`src/rtl/mesh_edge_collector_pkg.sv`:
```
// Shared types and constants for the mesh edge collector.
package mesh_edge_collector_pkg;

  // Default thread PC width; a thread payload carries one extra flag bit.
  localparam int THREAD_PC_WIDTH = 8;
  localparam int THREAD_WIDTH    = THREAD_PC_WIDTH + 1;

  typedef enum logic [1:0] {
    IDLE   = 2'd0,
    ACTIVE = 2'd1,
    FLUSH  = 2'd2
  } mesh_edge_state_t;

  // Which input wins the last free slot.
  typedef enum logic {
    PRIO_Y = 1'b0,
    PRIO_X = 1'b1
  } prio_t;

  function automatic int payload_width(input int pc_width);
    return pc_width + 1;
  endfunction

endpackage

```
`src/rtl/mesh_edge_collector_if.sv`:
```
// Valid/ready thread channel between mesh nodes and the edge collector.
interface channel_iface
  import mesh_edge_collector_pkg::*;
#(
  parameter int DATA_WIDTH          = THREAD_WIDTH,
  parameter int LATENCY_COUNT_WIDTH = 8
);

  logic                           valid;
  logic                           ready;
  logic [DATA_WIDTH-1:0]          data;
  logic [LATENCY_COUNT_WIDTH-1:0] latency;

  // Receiving side of a channel.
  modport in  (input valid, input data, output ready);
  // Sending side of a channel.
  modport out (output valid, output data, output latency, input ready);

endinterface

```
`src/rtl/mesh_edge_collector_fifo.sv`:
```
// thread_fifo: ordered thread buffer with up to two pushes and one pop per cycle.
// Entry a is written ahead of entry b when both push in the same cycle.
module thread_fifo #(
  parameter int WIDTH       = 9,
  parameter int COUNT_WIDTH = 3
) (
  input  logic                   clk,
  input  logic                   rst,
  input  logic                   clear,
  input  logic                   push_a,
  input  logic [WIDTH-1:0]       data_a,
  input  logic                   push_b,
  input  logic [WIDTH-1:0]       data_b,
  input  logic                   pop,
  output logic [WIDTH-1:0]       head,
  output logic [COUNT_WIDTH:0]   count
);

  localparam int DEPTH = 1 << COUNT_WIDTH;
  localparam int CW    = COUNT_WIDTH + 1;

  logic [WIDTH-1:0]       mem [DEPTH];
  logic [COUNT_WIDTH-1:0] wptr;
  logic [COUNT_WIDTH-1:0] rptr;
  logic [COUNT_WIDTH-1:0] wptr_b;

  // Second write lands one slot after the first when both push.
  assign wptr_b = wptr + COUNT_WIDTH'(push_a);
  assign head   = mem[rptr];

  // Storage writes.
  // NOTE: the data array has no reset; pointers and count define which entries are valid.
  always_ff @(posedge clk) begin
    if (push_a) mem[wptr]   <= data_a;
    if (push_b) mem[wptr_b] <= data_b;
  end

  // Pointers and occupancy; the caller never overflows or underflows.
  // NOTE: sequential state uses non-blocking assignments so every flop samples pre-edge values.
  always_ff @(posedge clk or negedge rst) begin
    if (!rst) begin
      wptr  <= '0;
      rptr  <= '0;
      count <= '0;
    end else if (clear) begin
      wptr  <= '0;
      rptr  <= '0;
      count <= '0;
    end else begin
      wptr  <= wptr + COUNT_WIDTH'(push_a) + COUNT_WIDTH'(push_b);
      rptr  <= rptr + COUNT_WIDTH'(pop);
      count <= count + CW'(push_a) + CW'(push_b) - CW'(pop);
    end
  end

endmodule

```
`src/rtl/mesh_edge_collector.sv`:
```
// mesh_edge_collector: merges threads leaving the mesh east and south edges
// into one ordered stream that re-enters the first mesh node.
module mesh_edge_collector
  import mesh_edge_collector_pkg::*;
#(
  parameter int PC_WIDTH            = THREAD_PC_WIDTH,
  parameter int LATENCY_COUNT_WIDTH = 8,
  parameter int FIFO_COUNT_WIDTH    = 3
) (
  input  logic                      clk,
  input  logic                      rst,
  channel_iface.in                  x_in,
  channel_iface.in                  y_in,
  channel_iface.out                 out,
  input  logic                      flush,
  output logic [FIFO_COUNT_WIDTH:0] count,
  output logic                      full,
  output logic                      running
);

  localparam int W     = payload_width(PC_WIDTH);
  localparam int DEPTH = 1 << FIFO_COUNT_WIDTH;
  localparam int CW    = FIFO_COUNT_WIDTH + 1;

  mesh_edge_state_t state;
  mesh_edge_state_t state_next;
  prio_t            prio;
  logic             armed;
  logic             blocked;
  logic             free_two;
  logic             free_one;
  logic             x_fire;
  logic             y_fire;
  logic             push_a;
  logic             push_b;
  logic             pop;
  logic [W-1:0]     data_a;
  logic [W-1:0]     head;

  // Readies come only from registered state and flush, never from a valid.
  assign blocked  = flush || (state == FLUSH) || !armed;
  assign free_two = (count <= CW'(DEPTH - 2));
  assign free_one = (count == CW'(DEPTH - 1));

  // Input acceptance: both ports with room for two, the priority port with room for one.
  // NOTE: every always_comb output gets a default first so no path can infer a latch.
  always_comb begin
    x_in.ready = 1'b0;
    y_in.ready = 1'b0;
    if (!blocked) begin
      if (free_two) begin
        x_in.ready = 1'b1;
        y_in.ready = 1'b1;
      end else if (free_one) begin
        x_in.ready = (prio == PRIO_X);
        y_in.ready = (prio == PRIO_Y);
      end
    end
  end

  assign x_fire = x_in.valid && x_in.ready;
  assign y_fire = y_in.valid && y_in.ready;

  // y is enqueued ahead of x on a dual transfer.
  assign push_a = x_fire || y_fire;
  assign push_b = x_fire && y_fire;
  assign data_a = y_fire ? y_in.data : x_in.data;

  assign out.valid   = (count != '0) && (state != FLUSH) && !flush;
  assign out.data    = head;
  assign out.latency = LATENCY_COUNT_WIDTH'(0);
  assign pop         = out.valid && out.ready;

  assign full    = (count == CW'(DEPTH));
  assign running = (count != '0) || x_in.valid || y_in.valid || (state == FLUSH);

  thread_fifo #(
    .WIDTH       (W),
    .COUNT_WIDTH (FIFO_COUNT_WIDTH)
  ) u_fifo (
    .clk    (clk),
    .rst    (rst),
    .clear  (flush),
    .push_a (push_a),
    .data_a (data_a),
    .push_b (push_b),
    .data_b (x_in.data),
    .pop    (pop),
    .head   (head),
    .count  (count)
  );

  // State register; armed holds readies low until the first edge after reset.
  always_ff @(posedge clk or negedge rst) begin
    if (!rst) begin
      state <= IDLE;
      armed <= 1'b0;
    end else begin
      state <= state_next;
      armed <= 1'b1;
    end
  end

  // Next-state: flush dominates, otherwise track whether the buffer holds work.
  always_comb begin
    state_next = state;
    if (flush) begin
      state_next = FLUSH;
    end else begin
      unique case (state)
        IDLE:    if (push_a) state_next = ACTIVE;
        ACTIVE:  if ((count == CW'(1)) && pop && !push_a) state_next = IDLE;
        FLUSH:   state_next = IDLE;
        default: state_next = IDLE;
      endcase
    end
  end

  // Priority toggles after each transfer into the last free slot.
  always_ff @(posedge clk or negedge rst) begin
    if (!rst) begin
      prio <= PRIO_Y;
    end else if (flush) begin
      prio <= PRIO_Y;
    end else if (free_one && push_a) begin
      prio <= (prio == PRIO_Y) ? PRIO_X : PRIO_Y;
    end
  end

endmodule

```
`src/flat_wrapper.sv`:
```
// flat-port wrapper written by rule: the top's interface ports become plain ports
module mesh_edge_collector_flat import mesh_edge_collector_pkg::*;
#(
  parameter int PC_WIDTH            = THREAD_PC_WIDTH,
  parameter int LATENCY_COUNT_WIDTH = 8,
  parameter int FIFO_COUNT_WIDTH    = 3
)
  (clk, rst, flush, count, full, running, x_in_valid, x_in_data, x_in_ready, y_in_valid, y_in_data, y_in_ready, out_valid, out_data, out_latency, out_ready);
  channel_iface #(.DATA_WIDTH(((8) + 1)), .LATENCY_COUNT_WIDTH(LATENCY_COUNT_WIDTH)) x_in_i ();
  channel_iface #(.DATA_WIDTH(((8) + 1)), .LATENCY_COUNT_WIDTH(LATENCY_COUNT_WIDTH)) y_in_i ();
  channel_iface #(.DATA_WIDTH(((8) + 1)), .LATENCY_COUNT_WIDTH(LATENCY_COUNT_WIDTH)) out_i ();
  input  logic clk;
  input  logic rst;
  input  logic flush;
  output logic [FIFO_COUNT_WIDTH:0] count;
  output logic full;
  output logic running;
  input wire logic [$bits(x_in_i.valid)-1:0] x_in_valid;
  input wire logic [$bits(x_in_i.data)-1:0] x_in_data;
  output wire logic [$bits(x_in_i.ready)-1:0] x_in_ready;
  input wire logic [$bits(y_in_i.valid)-1:0] y_in_valid;
  input wire logic [$bits(y_in_i.data)-1:0] y_in_data;
  output wire logic [$bits(y_in_i.ready)-1:0] y_in_ready;
  output wire logic [$bits(out_i.valid)-1:0] out_valid;
  output wire logic [$bits(out_i.data)-1:0] out_data;
  output wire logic [$bits(out_i.latency)-1:0] out_latency;
  input wire logic [$bits(out_i.ready)-1:0] out_ready;
  assign x_in_i.valid = x_in_valid;
  assign x_in_i.data = x_in_data;
  assign x_in_ready = x_in_i.ready;
  assign y_in_i.valid = y_in_valid;
  assign y_in_i.data = y_in_data;
  assign y_in_ready = y_in_i.ready;
  assign out_valid = out_i.valid;
  assign out_data = out_i.data;
  assign out_latency = out_i.latency;
  assign out_i.ready = out_ready;
  mesh_edge_collector #(.PC_WIDTH(PC_WIDTH), .LATENCY_COUNT_WIDTH(LATENCY_COUNT_WIDTH), .FIFO_COUNT_WIDTH(FIFO_COUNT_WIDTH)) u_core (.clk(clk), .rst(rst), .x_in(x_in_i), .y_in(y_in_i), .out(out_i), .flush(flush), .count(count), .full(full), .running(running));
endmodule
```
`config.mk`:
```
export PLATFORM = sky130hd
export DESIGN_NAME = mesh_edge_collector_flat
export DESIGN_NICKNAME = d
export VERILOG_FILES = /design/src/rtl/mesh_edge_collector_pkg.sv /design/src/rtl/mesh_edge_collector_if.sv /design/src/rtl/mesh_edge_collector_fifo.sv /design/src/rtl/mesh_edge_collector.sv /design/src/flat_wrapper.sv
export SDC_FILE = /design/constraint.sdc
export NUM_CORES = 1
export LEC_CHECK = 0
export ABC_AREA = 1
export CAP_MARGIN = 0
export CORE_MARGIN = 4
export CORE_UTILIZATION = 62
export CTS_CLUSTER_SIZE = 10
export DETAILED_ROUTE_END_ITERATION = 8
export PLACE_DENSITY_LB_ADDON = 0.05
export SLEW_MARGIN = 30
export SYNTH_ARGS = -nofsm -noshare
export SYNTH_HDL_FRONTEND = slang
export SYNTH_SLANG_ARGS = --single-unit
```
`constraint.sdc`:
```
create_clock -name clk -period 6.9 [get_ports clk]
set_input_delay 1.38 -clock clk [delete_from_list [all_inputs] [get_ports clk]]
set_output_delay 1.38 -clock clk [all_outputs]
set_load 0.01 [all_outputs]
```
# After elaboration in Yosys (flattened, before gate mapping)

Memory sizes are Yosys's and may differ from the RTL's.
Cells that the tools add are included.
W data, S select, Z words.

Multiplexer cells: 21
Reductions and logical operators: 22
Equality and inequality tests: 8
$add $sub $neg: 6
Bitwise operators: 1
Order comparisons: 1

Operators with widths:

| operator             | count |
|---|---|
| $mux W1              | 13 |
| $add A3 B1 Y3        | 3 |
| $logic_and A1 B1 Y1  | 9 |
| $mux W9              | 1 |
| $add A4 B1 Y4        | 2 |
| $logic_or A1 B1 Y1   | 6 |
| $mux W2              | 3 |
| $mux W3              | 2 |
| $ne A3 B2 Y1 const B | 2 |
| $eq A4 B1 Y1 const B | 1 |
| $eq A4 B3 Y1 const B | 1 |
| $eq A4 B4 Y1 const B | 1 |
| $le A4 B3 Y1 const B | 1 |
| $mux W4              | 1 |
| $pmux W2 S2          | 1 |
| $reduce_bool A4 Y1   | 1 |
| $sub A4 B1 Y4        | 1 |
| $logic_not A1 Y1     | 3 |
| $eq A2 B1 Y1 const B | 1 |
| $eq A2 B2 Y1 const B | 1 |
| $logic_not A2 Y1     | 1 |
| $ne A2 B2 Y1 const B | 1 |
| $reduce_and A2 Y1    | 1 |
| $reduce_bool A2 Y1   | 1 |
| $not A1 Y1           | 1 |

Register bits after elaboration: 14
Memory bits (writable): 72
Input bits: 24
Memories kept: 1
Word-level logic and storage cells: 66
Output and inout port bits: 26

Memories:

| memory            | depth | bits a word | read ports | clocked after Yosys merged registers in | write ports | RTL line                       | text |
|---|---|---|---|---|---|---|---|
| u_core.u_fifo.mem | 8     | 9           | 1          | 0                                       | 2           | mesh_edge_collector_fifo.sv:22 | `logic [WIDTH-1:0] mem [DEPTH];` |

# Logic depth before layout (Yosys ltp)

Gate-level depths: netlist (run 1).

Depth after elaboration: 11
Depth in mapped cells: 18

# Cells and area by module

From an unflattened synthesis (run 1), not the netlist that was laid out.

Cell total of the unflattened synthesis: 743
Area, all modules: 5,621.6 um^2

Modules (own cells, without submodules):

| module              | area an instance (um^2) | seq. area each (um^2) | cells an instance | times used |
|---|---|---|---|---|
| thread_fifo         | 5,072.4                 | 2,412.3               | 655               | 1 |
| mesh_edge_collector | 549.3                   | 100.1                 | 88                | 1 |

# Least setup slack after synthesis (run 1)

OpenSTA, ideal clock, no wires.

Path kind: input -> register
Start point: in flush
End point: mem u_core.u_fifo.mem[0][0] (enable)
Setup time: 0.334 ns
Buffers on the path: 0
Arrival: 3.535 ns
Slack: 3.031 ns
Cell stages on the path: 13
Cell sequence: inv_1 -> nand3_1 -> nor2_2 -> nand3_2 -> nand2_1 -> ha_1 -> ha_1 -> or2_2 -> nand2_1 -> nand2_1 -> nor2_1 -> nand2_4 -> nand2_1

RTL lines:

| element         | RTL line                       | text |
|---|---|---|
| start, declared | flat_wrapper.sv:14             | `input logic flush;` |
| end, declared   | mesh_edge_collector_fifo.sv:22 |  |

==> flow_metrics.tcl, run 1 <==
set metrics [dict create \
    drtPass1Iterations 8 \
    power.total_mw 1.20 \
    status "finished, final reports clean" \
    synth_edf_count 72 \
    arrival_ns 5.28 \
    post-route-min-period_ns 5.25 \
    portBuffers 41 \
    die_x_um 98.6 \
    clockRootBuffer "clkbuf_8" \
    synthFlopType "edfxtp_1" \
    cp-endpoint "u_core.u_fifo.mem[6][8]" \
    antenna_found_initial 0 \
    synth_compound_area_frac 0.0635 \
    synth_top_area_cell "edfxtp_1" \
    slew_violations 0 \
    synth_area_um2 5080 \
    cts_inserted_buffers 9 \
    syn_avg_cell_area_um2 7.97 \
    fillCellCount 610 \
    yosysTopAreaCellShare 0.425 \
    yosysSeqAreaShare 0.494 \
    grt_pass1_wl_um 21900 \
    gr-total-overflow 0 \
    r2r-start "u_core.u_fifo.count[3]" \
    dieArea_um2 9710 \
    ys_async_sr_fraction 0.163 \
    finalHoldViolations 0 \
    startpoint_type "input pin" \
    slew_headroom 0.473 \
    drc 0 \
    die_h_um 98.6 \
    min_path_type "reg -> reg" \
    yosysUniqueCellTypes 29 \
    whs_ns 0.563 \
    synth_fa_ha_area_frac 0.0374 \
    start_util 0.648 \
    vias_per_cell 6.04 \
    dpl.hpwl_um 10000 \
    stdcell_area_um2 5630 \
    synth_area_leaders "edfxtp_1 43%, nand2_1 16%, nand3_1 8.4%, dfrtp_1 6.9%, nor2_1 5.3%" \
    cts_tree "built" \
    postPlaceCellArea_um2 5460 \
    end_kind "flip-flop" \
    rrSetupSlack_ns 2.80 \
    syn-instance-count 638 \
    hold_buffers 0 \
    ys_warn_count 0 \
    synth-seq-cells 86 \
    htree_num_levels 3 \
    routed_wl_um 14000 \
    cp_max_fo 12 \
    post-cts-setup-buffer-count 0 \
    grt_max_degree 82 \
    cts_num_sinks 86 \
    gp_congestion 0.979 \
    fin_tns_setup_ns 0 \
    layout-area-overhead-vs-synth_pct 10.8 \
    power_density_nw_per_um2 214 \
    nets 694 \
    rr_worst_depth 17 \
    peakVddDrop_mv 0.178 \
    ios 50 \
    rows 32 \
    routedWlPerCell_um 18.3 \
    cts.path.max_buffers 2 \
    p_leak_nw 2.52 \
    worstMarginPinSlew_ns 0.790 \
    synth.most_common_cell "nand2_1" \
    min_period_over_period 0.761 \
    synth-xor-area-share 0.00345 \
    grt_usage 0.293 \
    r2r-end "u_core.u_fifo.mem[6][8]" \
    grt_pass1_vias 4265 \
    placed_cells 747 \
    fin_skew_ns 0.0105 \
    drtIter0Drc 587 \
    rsz0062_at_grt "no" \
    synth_common_cells "215 x nand2_1, 85 x nand3_1, 72 x edfxtp_1, 72 x nor2_1, 39 x o21ai_0" \
    cts_resized 0 \
    diodes 0 \
    max_freq_mhz 191 \
    setup_viol 0 \
    synth-simple-area-share 0.336 \
    synth_top_family_by_area "simple AND/OR/NAND/NOR gates" \
    ant_nets 0 \
    drive_above_1_share 0.0455 \
    path_class "in -> reg" \
    num_vias 4600 \
    clk_pin_slew_worst_paths_ns 0.08 \
    synth_mux_area_frac 0 \
    maxCapViolCount 0 \
    fp.coreArea_um2 7850 \
    required_ns 6.93 \
    instances_no_fill 762 \
    worstSkewPairLatency_ns 0.36 \
    critPathLaunch "flush" \
]
[critical path, cell delays in order]
cell	delay [ns]
clkdlybuf4s50_1	0.63
inv_1	0.21
nand3_1	0.16
nor2_2	0.39
nand3_2	0.32
nand2_1	0.33
ha_1	0.21
ha_1	0.16
or2_2	0.11
nand2_1	0.07
inv_1	0.12
nand2_1	0.08
nor2_1	0.47
nand2_2	0.24
nand2_1	0.39
[sequential cells by signal, summed over array words and instances (netlist names)]
| signal | cells |
|---|---|
| u_core.armed | 1 |
| u_core.prio | 1 |
| u_core.state | 2 |
| u_core.u_fifo.count | 4 |
| u_core.u_fifo.mem | 72 |
| u_core.u_fifo.rptr | 3 |
| u_core.u_fifo.wptr | 3 |
[metrics by stage]
step | util | setup WS [ns]
floorplan | - | 3.03
global placement | 0.695 | 1.59
detailed placement | 0.695 | 1.31
CTS | 0.718 | 1.69
global route | 0.718 | 1.22
finish | 0.718 | 1.65
[how the worst min path moves through the flow]
| stage | start | to | slack (ns) | cells after the start |
|---|---|---|---|---|
| after floorplan | u_core.state[1] | u_core.state[0] | 0.48 | 3 |
| after global placement | u_core.state[1] | u_core.state[0] | 0.51 | 3 |
| after detailed placement | u_core.state[1] | u_core.state[0] | 0.54 | 3 |
| after CTS | u_core.state[1] | u_core.state[0] | 0.56 | 3 |
| after global routing | u_core.state[1] | u_core.state[0] | 0.59 | 3 |
| final | u_core.state[1] | u_core.state[0] | 0.56 | 3 |
[routing by layer]
| metal | vias up | GRT usage | part of all wire |
|---|---|---|---|
| met2 | 325 | 0.464 | 0.45 |
| met1 | 2056 | 0.403 | 0.39 |
| met3 | 77 | 0.0545 | 0.12 |
| li1 | 2142 | - | - |
| met5 | - | 0 | 0 |
| met4 | 0 | 0.114 | 0.043 |
[power breakdown]
| part | leakage (nW) | internal [mW] | switching (mW) |
|---|---|---|---|
| clock | 0.0912 | 0.165 | 0.174 |
| sequential | 0.835 | 0.581 | 0.0202 |
| combinational | 1.60 | 0.103 | 0.160 |
[cell usage in the layout, fill, tap and decap left out, drive strengths merged]
cell and count:
nand2 223, nand3 87, nor2 74, edfxtp 72
clkdlybuf4s50 41, o21ai 39, inv 30, dfrtp 14
a21oi 13, ha 12, clkbuf 11, a31oi 10
nand4 9, conb 9, clkinv 4, nor3 2
nor3b 2, xor2 2, fa 2, buf 2
or2 1, bufinv 1
[layout make-up]
class                           count  area [um2]  share of cell area
Clock buffer                       11         131              0.0233
Timing Repair Buffer               43         425              0.0755
Multi-Input combinational cell    485        2270               0.403
Sequential cell                    86        2510               0.446
Tap cell                          102         128              0.0227
Clock inverter                      4        47.5             0.00844
Inverter                           31         116              0.0207
[cells by family (layout without fill, tap and decap cells)]
kind of cell             Yosys count  after routing
AO/OA/AOI/OAI                     62             62
XOR/XNOR                           2              2
adder cells (fa/ha/maj)           14             14
buffers and inverters             74             89
flip-flops                        86             86
other                              2              9
AND/OR/NAND/NOR                  398            398
Note: power is estimated with default switching activity, not from simulation.
==> run 2: changes to the inputs <==
--- a/config.mk
+++ b/config.mk
@@ -8,7 +8,7 @@
 export ABC_AREA = 1
 export CAP_MARGIN = 0
 export CORE_MARGIN = 4
-export CORE_UTILIZATION = 62
+export CORE_UTILIZATION = 58
 export CTS_CLUSTER_SIZE = 10
 export DETAILED_ROUTE_END_ITERATION = 8
 export PLACE_DENSITY_LB_ADDON = 0.05
==> constraint.sdc (replaced) <==
create_clock -name clk -period 5.27 [get_ports clk]
set_input_delay 1.054 -clock clk [delete_from_list [all_inputs] [get_ports clk]]
set_output_delay 1.054 -clock clk [all_outputs]
set_load 0.01 [all_outputs]
==> flow_metrics.tcl, run 2 (synthesized netlist as in run 1, its figures left out) <==
set metrics [dict create \
    arrival_ns 4.09 \
    dieArea_um2 10300 \
    hold_buffers 0 \
    post-cts-setup-buffer-count 0 \
    final_common_cell "nand2_1" \
    path_class "in -> reg" \
    vias_per_cell 5.90 \
    fp.coreArea_um2 8380 \
    multiInputGateArea_um2 2270 \
    min_period_over_period 0.770 \
    end_kind "flip-flop" \
    ant_nets 0 \
    worstMarginPinSlew_ns 0.819 \
    fillCellCount 689 \
    whs_ns 0.513 \
    nets 705 \
    drtIter0Drc 606 \
    grt_usage 0.292 \
    antenna_found_initial 0 \
    cts_inserted_buffers 9 \
    die_h_um 102 \
    finalHoldViolations 0 \
    slew_violations 0 \
    clk_pin_slew_worst_paths_ns 0.09 \
    power_density_nw_per_um2 289 \
    layout-area-overhead-vs-synth_pct 13.3 \
    required_ns 5.30 \
    drc 0 \
    min_path_type "reg -> reg" \
    regMostFlops "u_core.u_fifo.mem" \
    start_util 0.607 \
    grt_pass1_wl_um 22400 \
    r2r-start "u_core.u_fifo.count[3]" \
    seq_area_um2 2510 \
    fin_tns_setup_ns 0 \
    drive_above_1_share 0.0640 \
    grt_pass1_vias 4260 \
    gp_congestion 0.867 \
    rsz0062_at_grt "no" \
    routedWlPerCell_um 18.2 \
    cts_num_sinks 86 \
    cp_max_fo 12 \
    portBuffers 41 \
    cts_tree "built" \
    postPlaceCellArea_um2 5540 \
    diodes 0 \
    final_cell_mix "215 x nand2_1, 85 x nand3_1, 72 x nor2_1, 72 x edfxtp_1, 41 x clkdlybuf4s50_1" \
    cts_resized 0 \
    maxCapViolCount 0 \
    max_freq_mhz 247 \
    gr-total-overflow 0 \
    fin_skew_ns 0.0140 \
    ios 50 \
    status "finished, final reports clean" \
    die_x_um 102 \
    post-route-min-period_ns 4.06 \
    critPathLaunch "flush" \
    cts.path.max_buffers 2 \
    rows 33 \
    drtPass1Iterations 6 \
    hp-start "u_core.state[1]" \
    num_vias 4581 \
    setup_viol 0 \
    clockRootBuffer "clkbuf_8" \
    grt_max_degree 82 \
    slew_headroom 0.454 \
    peakVddDrop_mv 0.192 \
    routed_wl_um 14100 \
    worstSkewPairLatency_ns 0.37 \
    stdcell_area_um2 5760 \
    p_leak_nw 2.60 \
    largest_reg_flops 72 \
    dpl.hpwl_um 10100 \
    startpoint_type "input pin" \
    reg.largest.list "u_core.u_fifo.mem x72, u_core.u_fifo.count x4" \
    htree_num_levels 3 \
]
run 2: worst paths after layout:
path | to | slack (ns) | cells past startpoint
max | u_core.u_fifo.mem[7][3] | 1.21 | 16
min | u_core.state[0] | 0.51 | 3
max reg2reg | u_core.u_fifo.mem[2][7] | 1.63 | 16
min reg2reg | u_core.state[0] | 0.51 | 3
max in group asynchronous | u_core.u_fifo.wptr[1] | 3.77 | 1
min in group asynchronous | u_core.u_fifo.count[2] | 1.07 | 1
run 2: cell type report:
cell class,count,area share
Sequential cell,86,0.436
Clock buffer,9,0.0215
Timing Repair Buffer,54,0.0882
Inverter,31,0.0202
Tap cell,105,0.0228
Clock inverter,7,0.0167
Multi-Input combinational cell,485,0.394
run 2: power by group:
part | switching (mW) | internal (mW)
registers | 0.0156 | 0.761
clock network | 0.253 | 0.269
logic | 0.222 | 0.142
total | 0.491 | 1.17
run 2: metal layers:
metal / share of wire / GRT usage / wire length (um)
met1: 0.41 / 0.396 / 5740
met2: 0.46 / 0.467 / 6480
met3: 0.097 / 0.0448 / 1370
met4: 0.037 / 0.126 / 520
met5: 0 / 0 / 0
run 2: worst max-delay path, stage by stage:
cell and delay, ns:
clkdlybuf4s50_1 0.42, inv_1 0.13, nand3_1 0.15, nor2_2 0.37, nand3_2 0.17, nand2_1 0.27, ha_1 0.21, ha_1 0.15
or2_2 0.10, nand2_1 0.07, inv_1 0.11, nand2_1 0.08, nor2_1 0.10, buf_4 0.17, nand2_2 0.14, nand2_1 0.40
run 2: through the flow:
stage	power [mW]	cells	util	worst slack [ns]
after CTS	1.66	777	0.687	0.889
final	1.66	777	0.687	1.21
after global placement	1.14	761	0.661	1.02
after detailed placement	1.15	761	0.661	0.825
after global routing	1.74	777	0.687	0.841
after floorplan	1.01	645	-	1.73
